===== src/rtl/display_pkg.sv =====
// Shared constants and helpers for the display driver select path.
// Holds the default output count, dwell length and the reversed one-hot encoder.
package display_pkg;

   localparam int DEFAULT_N_OUT = 4;
   localparam int DEFAULT_DWELL = 4;
   localparam int MAX_OUT       = 32;

   // Select k lights output n-1-k. An index past n-1 makes the unsigned shift
   // amount wrap to a huge value, so the result is all-zero.
   function automatic logic [MAX_OUT-1:0] onehot_rev(input int unsigned idx, input int unsigned n);
      logic [MAX_OUT-1:0] one;
      one = {{(MAX_OUT-1){1'b0}}, 1'b1};
      return one << (n - 1 - idx);
   endfunction

endpackage


===== src/rtl/scan_counter.sv =====
// Dwell counter with a wrapping channel index for the auto-scan demux.
// advance/wrap are combinational flags for the edge on which the index moves.
module scan_counter
   import display_pkg::*;
#(
   parameter int N_OUT = DEFAULT_N_OUT,
   parameter int DWELL = DEFAULT_DWELL
) (
   input  logic                     clk,
   input  logic                     rst,
   input  logic                     run,
   input  logic                     clear,
   output logic [$clog2(N_OUT)-1:0] idx,
   output logic                     advance,
   output logic                     wrap
);

   localparam int IDX_W = $clog2(N_OUT);
   localparam int CNT_W = (DWELL > 1) ? $clog2(DWELL) : 1;
   localparam logic [CNT_W-1:0] CNT_LAST = CNT_W'(DWELL - 1);
   localparam logic [IDX_W-1:0] IDX_LAST = IDX_W'(N_OUT - 1);

   logic [CNT_W-1:0] cnt;

   assign advance = run && !clear && (cnt == CNT_LAST);
   assign wrap    = advance && (idx == IDX_LAST);

   // clear wins over run so leaving scan mode always restarts from channel 0
   always_ff @(posedge clk or posedge rst) begin
      if (rst) begin
         cnt <= '0;
         idx <= '0;
      end else if (clear) begin
         cnt <= '0;
         idx <= '0;
      end else if (run) begin
         if (cnt == CNT_LAST) begin
            cnt <= '0;
            idx <= (idx == IDX_LAST) ? '0 : idx + 1'b1;
         end else begin
            cnt <= cnt + 1'b1;
         end
      end
   end

endmodule


===== src/rtl/demux_scan_n.sv =====
// Registered 1-to-N demux with manual select and auto-scan modes (select k drives out[N_OUT-1-k]).
// Define DEMUX_SCAN_BLANK_EN to insert one blank cycle on every scan index change.
module demux_scan_n
   import display_pkg::*;
#(
   parameter int N_OUT = DEFAULT_N_OUT,
   parameter int SEL_W = $clog2(N_OUT),
   parameter int DWELL = DEFAULT_DWELL
) (
   input  logic             clk,
   input  logic             rst,
   input  logic             input_e,
   input  logic             input_mode,
   input  logic [SEL_W-1:0] input_sel,
   output logic [N_OUT-1:0] out,
   output logic [SEL_W-1:0] cur_sel,
   output logic             frame_done
);

`ifdef DEMUX_SCAN_BLANK_EN
   localparam bit BLANK_EN = 1'b1;
`else
   localparam bit BLANK_EN = 1'b0;
`endif

   logic [SEL_W-1:0] scan_idx;
   logic [SEL_W-1:0] idx;
   logic [31:0]      idx_wide;
   logic [N_OUT-1:0] out_next;
   logic             frame_next;
   logic             advance;
   logic             wrap;
   logic             scan_run;
   logic             scan_clear;
   logic             blank_pending;
   logic             wrapped;

   // The counter stalls during a blank cycle so every channel still gets a full dwell.
   assign scan_run   = input_mode && input_e && !blank_pending;
   assign scan_clear = !input_mode;

   scan_counter #(
      .N_OUT (N_OUT),
      .DWELL (DWELL)
   ) u_scan (
      .clk     (clk),
      .rst     (rst),
      .run     (scan_run),
      .clear   (scan_clear),
      .idx     (scan_idx),
      .advance (advance),
      .wrap    (wrap)
   );

   always_comb begin
      idx        = input_mode ? scan_idx : input_sel;
      idx_wide   = 32'(idx);
      out_next   = '0;
      if (input_e && !(input_mode && blank_pending) && (idx_wide < 32'(N_OUT)))
         out_next = N_OUT'(onehot_rev(idx_wide, N_OUT));
      frame_next = input_mode && input_e && !blank_pending && wrapped && (scan_idx == '0);
   end

   always_ff @(posedge clk or posedge rst) begin
      if (rst) begin
         out        <= '0;
         cur_sel    <= '0;
         frame_done <= 1'b0;
      end else begin
         out        <= out_next;
         cur_sel    <= idx;
         frame_done <= frame_next;
      end
   end

   // wrapped remembers a wrap until channel 0 is actually shown, so a pause
   // right after the wrap still yields exactly one frame_done on resume.
   always_ff @(posedge clk or posedge rst) begin
      if (rst)
         wrapped <= 1'b0;
      else if (!input_mode)
         wrapped <= 1'b0;
      else if (wrap)
         wrapped <= 1'b1;
      else if (frame_next)
         wrapped <= 1'b0;
   end

   always_ff @(posedge clk or posedge rst) begin
      if (rst)
         blank_pending <= 1'b0;
      else if (!input_mode)
         blank_pending <= 1'b0;
      else if (advance && BLANK_EN)
         blank_pending <= 1'b1;
      else if (input_e)
         blank_pending <= 1'b0;
   end

endmodule


===== config.mk =====
export PLATFORM = sky130hd
export DESIGN_NAME = demux_scan_n
export DESIGN_NICKNAME = d
export VERILOG_FILES = /design/src/rtl/display_pkg.sv /design/src/rtl/scan_counter.sv /design/src/rtl/demux_scan_n.sv
export SDC_FILE = /design/constraint.sdc
export NUM_CORES = 1
export LEC_CHECK = 0
export CORE_AREA = 5 5 42 44
export DETAILED_ROUTE_END_ITERATION = 10
export DIE_AREA = 0 0 47 49
export PLACE_DENSITY = 0.68
export SKIP_CTS_REPAIR_TIMING = 1
export SYNTH_ARGS = -nofsm -noshare
export SYNTH_HDL_FRONTEND = slang
export SYNTH_SLANG_ARGS = --single-unit

===== constraint.sdc =====
create_clock -name clk -period 2.1 [get_ports clk]
set_clock_uncertainty 0.2 [all_clocks]
set_input_delay 0.42 -clock clk [delete_from_list [all_inputs] [get_ports clk]]
set_output_delay 0.42 -clock clk [all_outputs]
set_load 0.1 [all_outputs]

# Yosys cells after proc, flatten, opt, wreduce, memory -nomap -nowiden
# Index checks and enable logic that the tools add are counted.
[totals]
regBits = 13
in_bits = 6
output_inout_bits = 7
wordCells = 44
[classes]
n_addsub = 3
eq_ne = 6
n_shift = 1
mux = 14
reduce_logical = 13
[ops]
columns = ["operator", "count"]
rows = [
  ["<< shifter 1 x 32 -> 4 bit, first input constant", 1],
  ["two-way mux 2 bit", 8],
  ["logical AND 1 bit", 9],
  ["two-way mux 1 bit", 5],
  ["adder 2 x 1 -> 2 bit, second input constant", 2],
  ["equality test 2 bit, second input constant", 2],
  ["two-way mux 4 bit", 1],
  ["inequality test 2 x 1 -> 1 bit, second input constant", 2],
  ["inequality test 3 x 1 -> 1 bit, second input constant", 1],
  ["subtractor 2 x 2 -> 3 bit, first input constant", 1],
  ["logical NOT 1 bit", 2],
  ["logical NOT 2 bit", 1],
  ["inequality test 2 bit, second input constant", 1],
  ["AND reduction 2 bit", 1],
]

# Logic depth before layout (Yosys ltp)
# Gate-level depths: netlist (run 1).
[logic_depth]
word_depth = 7
depth_mapped = 4
ltp_nobuf = 4

# By module
# Synthesis (run 1) repeated with hierarchy kept, for this count alone.
[unflattened]
cells_unflattened = 51
area_unflattened_um2 = 586.8
[modules_own_cells]
columns = ["mod", "instances", "cells_each", "area_each_um2", "seq_area_each_um2"]
rows = [
  ["demux_scan_n", 1, 29, 351.6, 200.2],
  ["scan_counter", 1, 22, 235.2, 100.1],
]

# Least setup slack after synthesis (run 1)
# OpenSTA, ideal clock, no wires.
[synth_path]
path_kind = "register to output"
startpoint = "reg cur_sel[0]"
endpoint = "out cur_sel[0]"
arrival_time_ns = 0.883
required_ns = 1.480
path_slack_ns = 0.597
path_stages_with_launch = 1
path_buffers = 0
path_cell_list = "dfrtp_1"
[synth_lines]
columns = ["element", "line", "source"]
rows = [
  ["start, declared", "demux_scan_n.sv:16", "output logic [SEL_W-1:0] cur_sel,"],
  ["start signal, assigned", "demux_scan_n.sv:71", "cur_sel <= idx;"],
]
# No word-level cell between the ends.

# Worst setup path after layout (run 1)
[layout_path]
startpoint = "in input_mode"
endpoint = "reg out[2]"
[layout_via]
elab_chain_cells = 4
word_cells_on_any_way = 7
classes_between = "add/sub: 1; shift: 1; mux: 2; reduce/logical: 3"
[layout_lines]
columns = ["element", "line", "source"]
rows = [
  ["start, declared", "demux_scan_n.sv:13", "input logic input_mode,"],
  ["two-way mux 2 bit or logical AND 1 bit (tied branches)", "demux_scan_n.sv:56, demux_scan_n.sv:59", ""],
  ["subtractor 2 x 2 -> 3 bit or logical NOT 1 bit (tied branches)", "display_pkg.sv:14, demux_scan_n.sv:59", ""],
  ["<< shifter 1 x 32 -> 4 bit or logical AND 1 bit (tied branches)", "display_pkg.sv:14, demux_scan_n.sv:59", ""],
  ["two-way mux 4 bit (*)", "demux_scan_n.sv:59", "if (input_e && !(input_mode && blank_pending) && (idx_wide < 32'(N_OUT)))"],
  ["named net out_next[2]", "demux_scan_n.sv:29", "logic [N_OUT-1:0] out_next;"],
  ["end signal, assigned", "demux_scan_n.sv:70", "out <= out_next;"],
  ["end, declared", "demux_scan_n.sv:15", "output logic [N_OUT-1:0] out,"],
]
# Mark *: on every way through the listed nets, which the timed path passes. The rest lies on a longest branch.
# A chain may end at the register's enable or synchronous reset.

==> impl_metrics.tcl, run 1 <==
set metrics [dict create \
    synth_adder_area_share_pct 6.912 \
    firstDrtPassIters 2 \
    diodes 0 \
    clock_tree_from_tritoncts "done" \
    route.vias.total 378 \
    dieWidth_um 47 \
    die-height_um 49 \
    area_delta_synth_final_pct 28.34 \
    netlist_instances 47 \
    critPathLaunchType "input port" \
    dp_slack_ns 0.2016 \
    final_max_slew_viol_count 0 \
    max_cap_violations 0 \
    grt_pass1_vias 389 \
    most-common-layout-cells "sky130_fd_sc_hd__dfrtp_1, sky130_fd_sc_hd__inv_1, sky130_fd_sc_hd__clkdlybuf4s50_1, sky130_fd_sc_hd__buf_4" \
    sw_frac_of_total_pct 28.14 \
    io_count 13 \
    count_of_yosys_warnings_during_synthesis 0 \
    routed_wirelength_um 931 \
    finalCritPeriodShare_pct 76.90 \
    reg2regPathDepth 3 \
    cts.clk_slew.worst_paths_ns 0.06 \
    timing.critical_path.slowest_cell_delay_ns 0.57 \
    simple_gate_share_of_the_synthesized_area_pct 15.90 \
    post_synthesis_mux_area_share_pct 1.843 \
    antenna_found_initial 0 \
    post_layout_minimum_cycle_time_ns 1.615 \
    worst-endpoint-required_ns 2.05 \
    crit_path_start "input_mode" \
    cts.path.max_buffers 2 \
    synth_top_cell_by_area "sky130_fd_sc_hd__dfrtp_1" \
    combinational_family_with_the_most_area_after_synthesis "simple AND/OR/NAND/NOR gates" \
    cts_h_tree_depth 1 \
    critPathBufInv 1 \
    synth.net_count 56 \
    placeableCoreArea_mm2 0.001401 \
    timing.final.ws_setup_ns 0.4850 \
    wire_length_per_cell_um 12.25 \
    first_pass_grt_wire_length_um 1587 \
    drtIter0Drc 1 \
    holdCritPathClass "in2async" \
    seqPwrFrac_pct 52.7 \
    mostFrequentLayoutCell "sky130_fd_sc_hd__dfrtp_1" \
    final-hold-violation-count 0 \
    dieArea_mm2 0.002303 \
    drc_errors 0 \
    finalSetupViolations 0 \
    grt_setup_unrepaired "false" \
    final_nets 71 \
    power_per_cell_area_mw_per_mm2 665.3 \
    beginning_of_the_worst_register_to_register_path "u_scan.cnt[0]" \
    cts-root-buf "sky130_fd_sc_hd__clkbuf_4" \
    p_sw_mw 0.1305 \
    io_buffers 12 \
    synth_top_area_cells "sky130_fd_sc_hd__dfrtp_1, sky130_fd_sc_hd__ha_1, sky130_fd_sc_hd__o32ai_1" \
    part_of_the_total_power_dissipated_in_combinational_logic_pct 19.0 \
    route.antenna.remaining_nets 0 \
    synth_seq_area_share_pct 55.30 \
    critPathSlowestCell "sky130_fd_sc_hd__clkdlybuf4s50_1" \
    synthDominantCellAreaShare_pct 55.30 \
    synth_seq_cells 12 \
    synth_area_um2 543.0 \
    worst_slew_pin_slew_ns 0.4379 \
    power.clock.fraction_pct 28.3 \
    power_report.internal_total_mw 0.3332 \
    grt_max_degree 13 \
    place_hpwl_um 748.1 \
    synth.distinct_cells 19 \
    synth-xor-area-share_pct 1.613 \
    crit_path_cell_trace "clkdlybuf4s50_1 > nand2b_2 > o32ai_1" \
    ir_drop_mv 0.5157 \
    timing.critical_path.depth 3 \
    r2r_slack_ns 0.75 \
    drive_gt1_share_pct 20.00 \
    insertion_delay_ns 0.26 \
    clkSinkCount 12 \
    status "finished, final reports clean" \
    cp.arrival_ns 1.56 \
    fillerInstances 135 \
    initial_utilization_pct 38.75 \
    setup.worst_path.class "in2reg" \
    rows 14 \
    numCtsBuffers 3 \
    critical_path_peak_fanout 12 \
    routabilityCongestion 0.8134 \
    detail_route.vias_per_cell 4.974 \
    critPathCaptureType "register" \
    avgSynthCellArea_um2 11.55 \
    grt_util_all_layers_pct 9.822 \
    r2r_end "wrapped" \
    cp_delay_by_family_top "buffers and inverters" \
    synth-compound-area-share_pct 11.98 \
    setup_total_negative_slack_ns 0 \
    p_leak_nw 0.3367 \
    relSlewSlack_pct 70.78 \
    max_freq_ghz 0.6192 \
    gr-total-overflow 0 \
]
## worst max-delay path by stage
stage            endpoint  slack (ns)
6_report           out[2]        0.49
5_1_grt            out[2]        0.42
3_3_place_gp      wrapped        0.28
3_5_place_dp       out[2]        0.20
2_1_floorplan  cur_sel[0]        0.60
4_1_cts            out[2]        0.48
## logic make-up (layout without fill, tap and decap cells)
kind of cell,count (synthesis),in the layout
AO/OA/AOI/OAI,9,9
adder cells (fa/ha/maj),3,3
AND/OR/NAND/NOR,14,14
XOR/XNOR,1,1
buffers and inverters,7,20
flip-flops,12,12
multiplexers,1,1
## cells in the mapped netlist, drive strengths merged
| cell | n |
|---|---|
| nand4 | 1 |
| nor2b | 2 |
| xor2 | 1 |
| inv | 5 |
| or2b | 1 |
| nand4b | 1 |
| and2 | 3 |
| o21ai | 4 |
| dfrtp | 12 |
| nand2 | 4 |
| a32o | 1 |
| mux2i | 1 |
| buf | 2 |
| nand2b | 2 |
| o32ai | 4 |
| ha | 3 |
## state kept, by name, summed over array words and instances, names as in the netlist
name,count
wrapped,1
frame_done,1
u_scan.cnt,2
out,4
u_scan.idx,2
cur_sel,2
## metal layers
metal  track usage (%)  wire length (um)  vias to the layer above
li1                  -                 -                      189
met1             10.00               357                      177
met2             15.16               477                       10
met3             7.011                82                        2
met4             3.687                14                        0
met5                 0                 0                        -
## stage by stage
stage	util [%]	total power [mW]	hold slack (ns)	std cells	cell area (um2)
after floorplan	-	0.3126	0.08470	47	543.0
after global placement	48.13	0.3358	0.3557	73	674.4
after detailed placement	48.13	0.3377	0.3498	73	674.4
after CTS	49.73	0.4732	0.2681	76	696.9
after global routing	49.73	0.4925	0.2972	76	696.9
final	49.73	0.4637	0.2572	76	696.9
## power groups by stage
| stage | sequential (mW) | clock, mW | combinational (mW) |
|---|---|---|---|
| 2_1_floorplan | 0.285 | 0 | 0.0275 |
| 3_3_place_gp | 0.248 | 0 | 0.0874 |
| 3_5_place_dp | 0.249 | 0 | 0.0890 |
| 4_1_cts | 0.244 | 0.140 | 0.0893 |
| 5_1_grt | 0.245 | 0.153 | 0.0947 |
| 6_report | 0.244 | 0.131 | 0.0883 |
## layout make-up
type	count	area [um2]	area share (%)
inverter	5	18.77	2.693
timing repair buffer	12	127.6	18.31
sequential	12	300.3	43.09
multi-input combinational	28	207.7	29.80
tap	16	20.02	2.873
clock buffer	3	22.52	3.232
## worst reg2reg max path: stages, from the launching register on
cell and delay (ns):
sky130_fd_sc_hd__dfrtp_1 0.39, sky130_fd_sc_hd__ha_1 0.23, sky130_fd_sc_hd__and2_4 0.17, sky130_fd_sc_hd__a32o_1 0.25
Power figures use the tool's default switching activity.
==> inputs of run 2 (changes only) <==
==> constraint.sdc (replaced) <==
create_clock -name clk -period 1.7 [get_ports clk]
set_clock_uncertainty 0.2 [all_clocks]
set_input_delay 0.34 -clock clk [delete_from_list [all_inputs] [get_ports clk]]
set_output_delay 0.34 -clock clk [all_outputs]
set_load 0.1 [all_outputs]
==> run 2 against run 1 <==
Sequential share of layout area fell by 5.4 points. Sequential power rose by 25%. Non-clock buffer count rose by 3. Combinational power rose by 45%. Via count rose by 6.1%. Count of clock-buffer cells in the layout rose by 1. Largest cell class unchanged.
==> impl_metrics.tcl, run 2 (synthesized netlist as in run 1, its figures left out) <==
set metrics [dict create \
    wire_length_per_cell_um 11.64 \
    first_pass_grt_wire_length_um 1656 \
    critPathCaptureType "output port" \
    dieWidth_um 47 \
    placeableCoreArea_mm2 0.001401 \
    worst_slew_pin_slew_ns 0.4388 \
    drive_gt1_share_pct 25.00 \
    firstDrtPassIters 4 \
    cp_delay_by_family_top "flip-flops" \
    max_cap_violations 0 \
    final_nets 74 \
    grt_setup_unrepaired "false" \
    gr-total-overflow 0 \
    setup_total_negative_slack_ns 0 \
    final_max_slew_viol_count 0 \
    drtIter0Drc 6 \
    cts_h_tree_depth 1 \
    io_buffers 12 \
    critical_path_peak_fanout 1 \
    antenna_found_initial 0 \
    sw_frac_of_total_pct 26.65 \
    fin_worst_hold_slack_ns 0.1635 \
    holdCritPathClass "in2async" \
    finalSetupViolations 0 \
    io_count 13 \
    insertion_delay_ns 0.27 \
    setup.worst_path.class "reg2out" \
    area_delta_synth_final_pct 46.54 \
    power.clock.fraction_pct 33.7 \
    critPathSlowestCell "sky130_fd_sc_hd__dfrtp_1" \
    initial_utilization_pct 38.75 \
    critPathBufInv 1 \
    grt_pass1_vias 404 \
    routabilityCongestion 0.8067 \
    grt_max_degree 13 \
    max_freq_ghz 0.7222 \
    worst-endpoint-required_ns 1.16 \
    relSlewSlack_pct 70.71 \
    post_layout_minimum_cycle_time_ns 1.385 \
    status "finished, final reports clean" \
    final-hold-violation-count 0 \
    place_hpwl_um 763.8 \
    routed_wirelength_um 931 \
    largest_register_ff_count 4 \
    clock_tree_from_tritoncts "done" \
    route.antenna.remaining_nets 0 \
    cp.arrival_ns 0.84 \
    part_of_the_total_power_dissipated_in_combinational_logic_pct 19.6 \
    grt_util_all_layers_pct 10.59 \
    diodes 0 \
    cts.path.max_buffers 2 \
    p_leak_nw 0.3752 \
    cts-root-buf "sky130_fd_sc_hd__clkbuf_4" \
    route.vias.total 401 \
    most-common-layout-cells "sky130_fd_sc_hd__dfrtp_1, sky130_fd_sc_hd__buf_12, sky130_fd_sc_hd__inv_1, sky130_fd_sc_hd__clkdlybuf4s50_1" \
    timing.critical_path.slowest_cell_delay_ns 0.40 \
    p_sw_mw 0.1738 \
    cts.clk_slew.worst_paths_ns 0.07 \
    crit_path_cell_trace "buf_12" \
    die-height_um 49 \
    top_register "out" \
    seqPwrFrac_pct 46.7 \
    clkSinkCount 12 \
    numCtsBuffers 3 \
    finalCritPeriodShare_pct 81.45 \
    drc_errors 0 \
    critPathLaunchType "register" \
    mostFrequentLayoutCell "sky130_fd_sc_hd__dfrtp_1" \
    ir_drop_mv 0.5611 \
    power_per_cell_area_mw_per_mm2 819.5 \
    detail_route.vias_per_cell 5.013 \
    dieArea_mm2 0.002303 \
    rows 14 \
    power_report.internal_total_mw 0.4783 \
]
## run 2: cell types whose count changed in the layout (fill, tap and decap cells not counted), sizes merged
cell,before,now
buf,7,10
clkbuf,3,4
## run 2: layout make-up
class,instances,area [um2]
Clock buffer,4,36.28
Fill cell,116,605.6
Inverter,5,18.77
Multi-Input combinational cell,28,207.7
Sequential cell,12,300.3
Tap cell,16,20.02
Timing Repair Buffer,15,212.7
## run 2: routing by layer
| metal | vias to the layer above | wire length [um] | global-route usage, % |
|---|---|---|---|
| met5 | - | 0 | 0 |
| met4 | 0 | 31 | 8.295 |
| met3 | 4 | 60 | 4.428 |
| met2 | 11 | 500 | 16.29 |
| met1 | 188 | 338 | 10.62 |
| li1 | 198 | - | - |
## run 2: worst paths after layout
path                                    start       endpoint  slack [ns]  depth (start not counted)
worst min register to register  u_scan.cnt[1]  u_scan.cnt[1]        0.37                          2
max in group asynchronous                 rst  u_scan.idx[1]        0.83                          2
worst max-delay path                   out[1]         out[1]        0.32                          1
worst max register to register  u_scan.cnt[0]        wrapped        0.35                          3
worst min-delay path                      rst     frame_done        0.16                          2
min in group clk                u_scan.cnt[1]  u_scan.cnt[1]        0.37                          2
## run 2: worst reg2reg max path, delay by kind of cell, from the launching register on
kind                     cells  cell delay (ns)
AO/OA/AOI/OAI                1             0.25
flip-flops                   1             0.39
AND/OR/NAND/NOR              1             0.17
adder cells (fa/ha/maj)      1             0.23
## run 2: stage by stage
stage	cell area (um2)	worst slack [ns]	power (mW)	cells	utilization, %
after floorplan	543.0	0.2767	0.3861	47	-
after global placement	759.5	0.07633	0.4371	76	54.20
after detailed placement	759.5	0.03324	0.4387	76	54.20
after CTS	795.8	0.2968	0.6644	80	56.79
after global routing	795.8	0.2698	0.6901	80	56.79
final	795.8	0.3154	0.6521	80	56.79
## run 2: power by group through the flow
stage	Combinational (mW)	Clock, mW	Sequential (mW)
after CTS	0.129	0.231	0.305
final	0.128	0.220	0.305
after floorplan	0.0340	0	0.352
after global routing	0.136	0.248	0.307
after detailed placement	0.128	0	0.310
after global placement	0.127	0	0.310
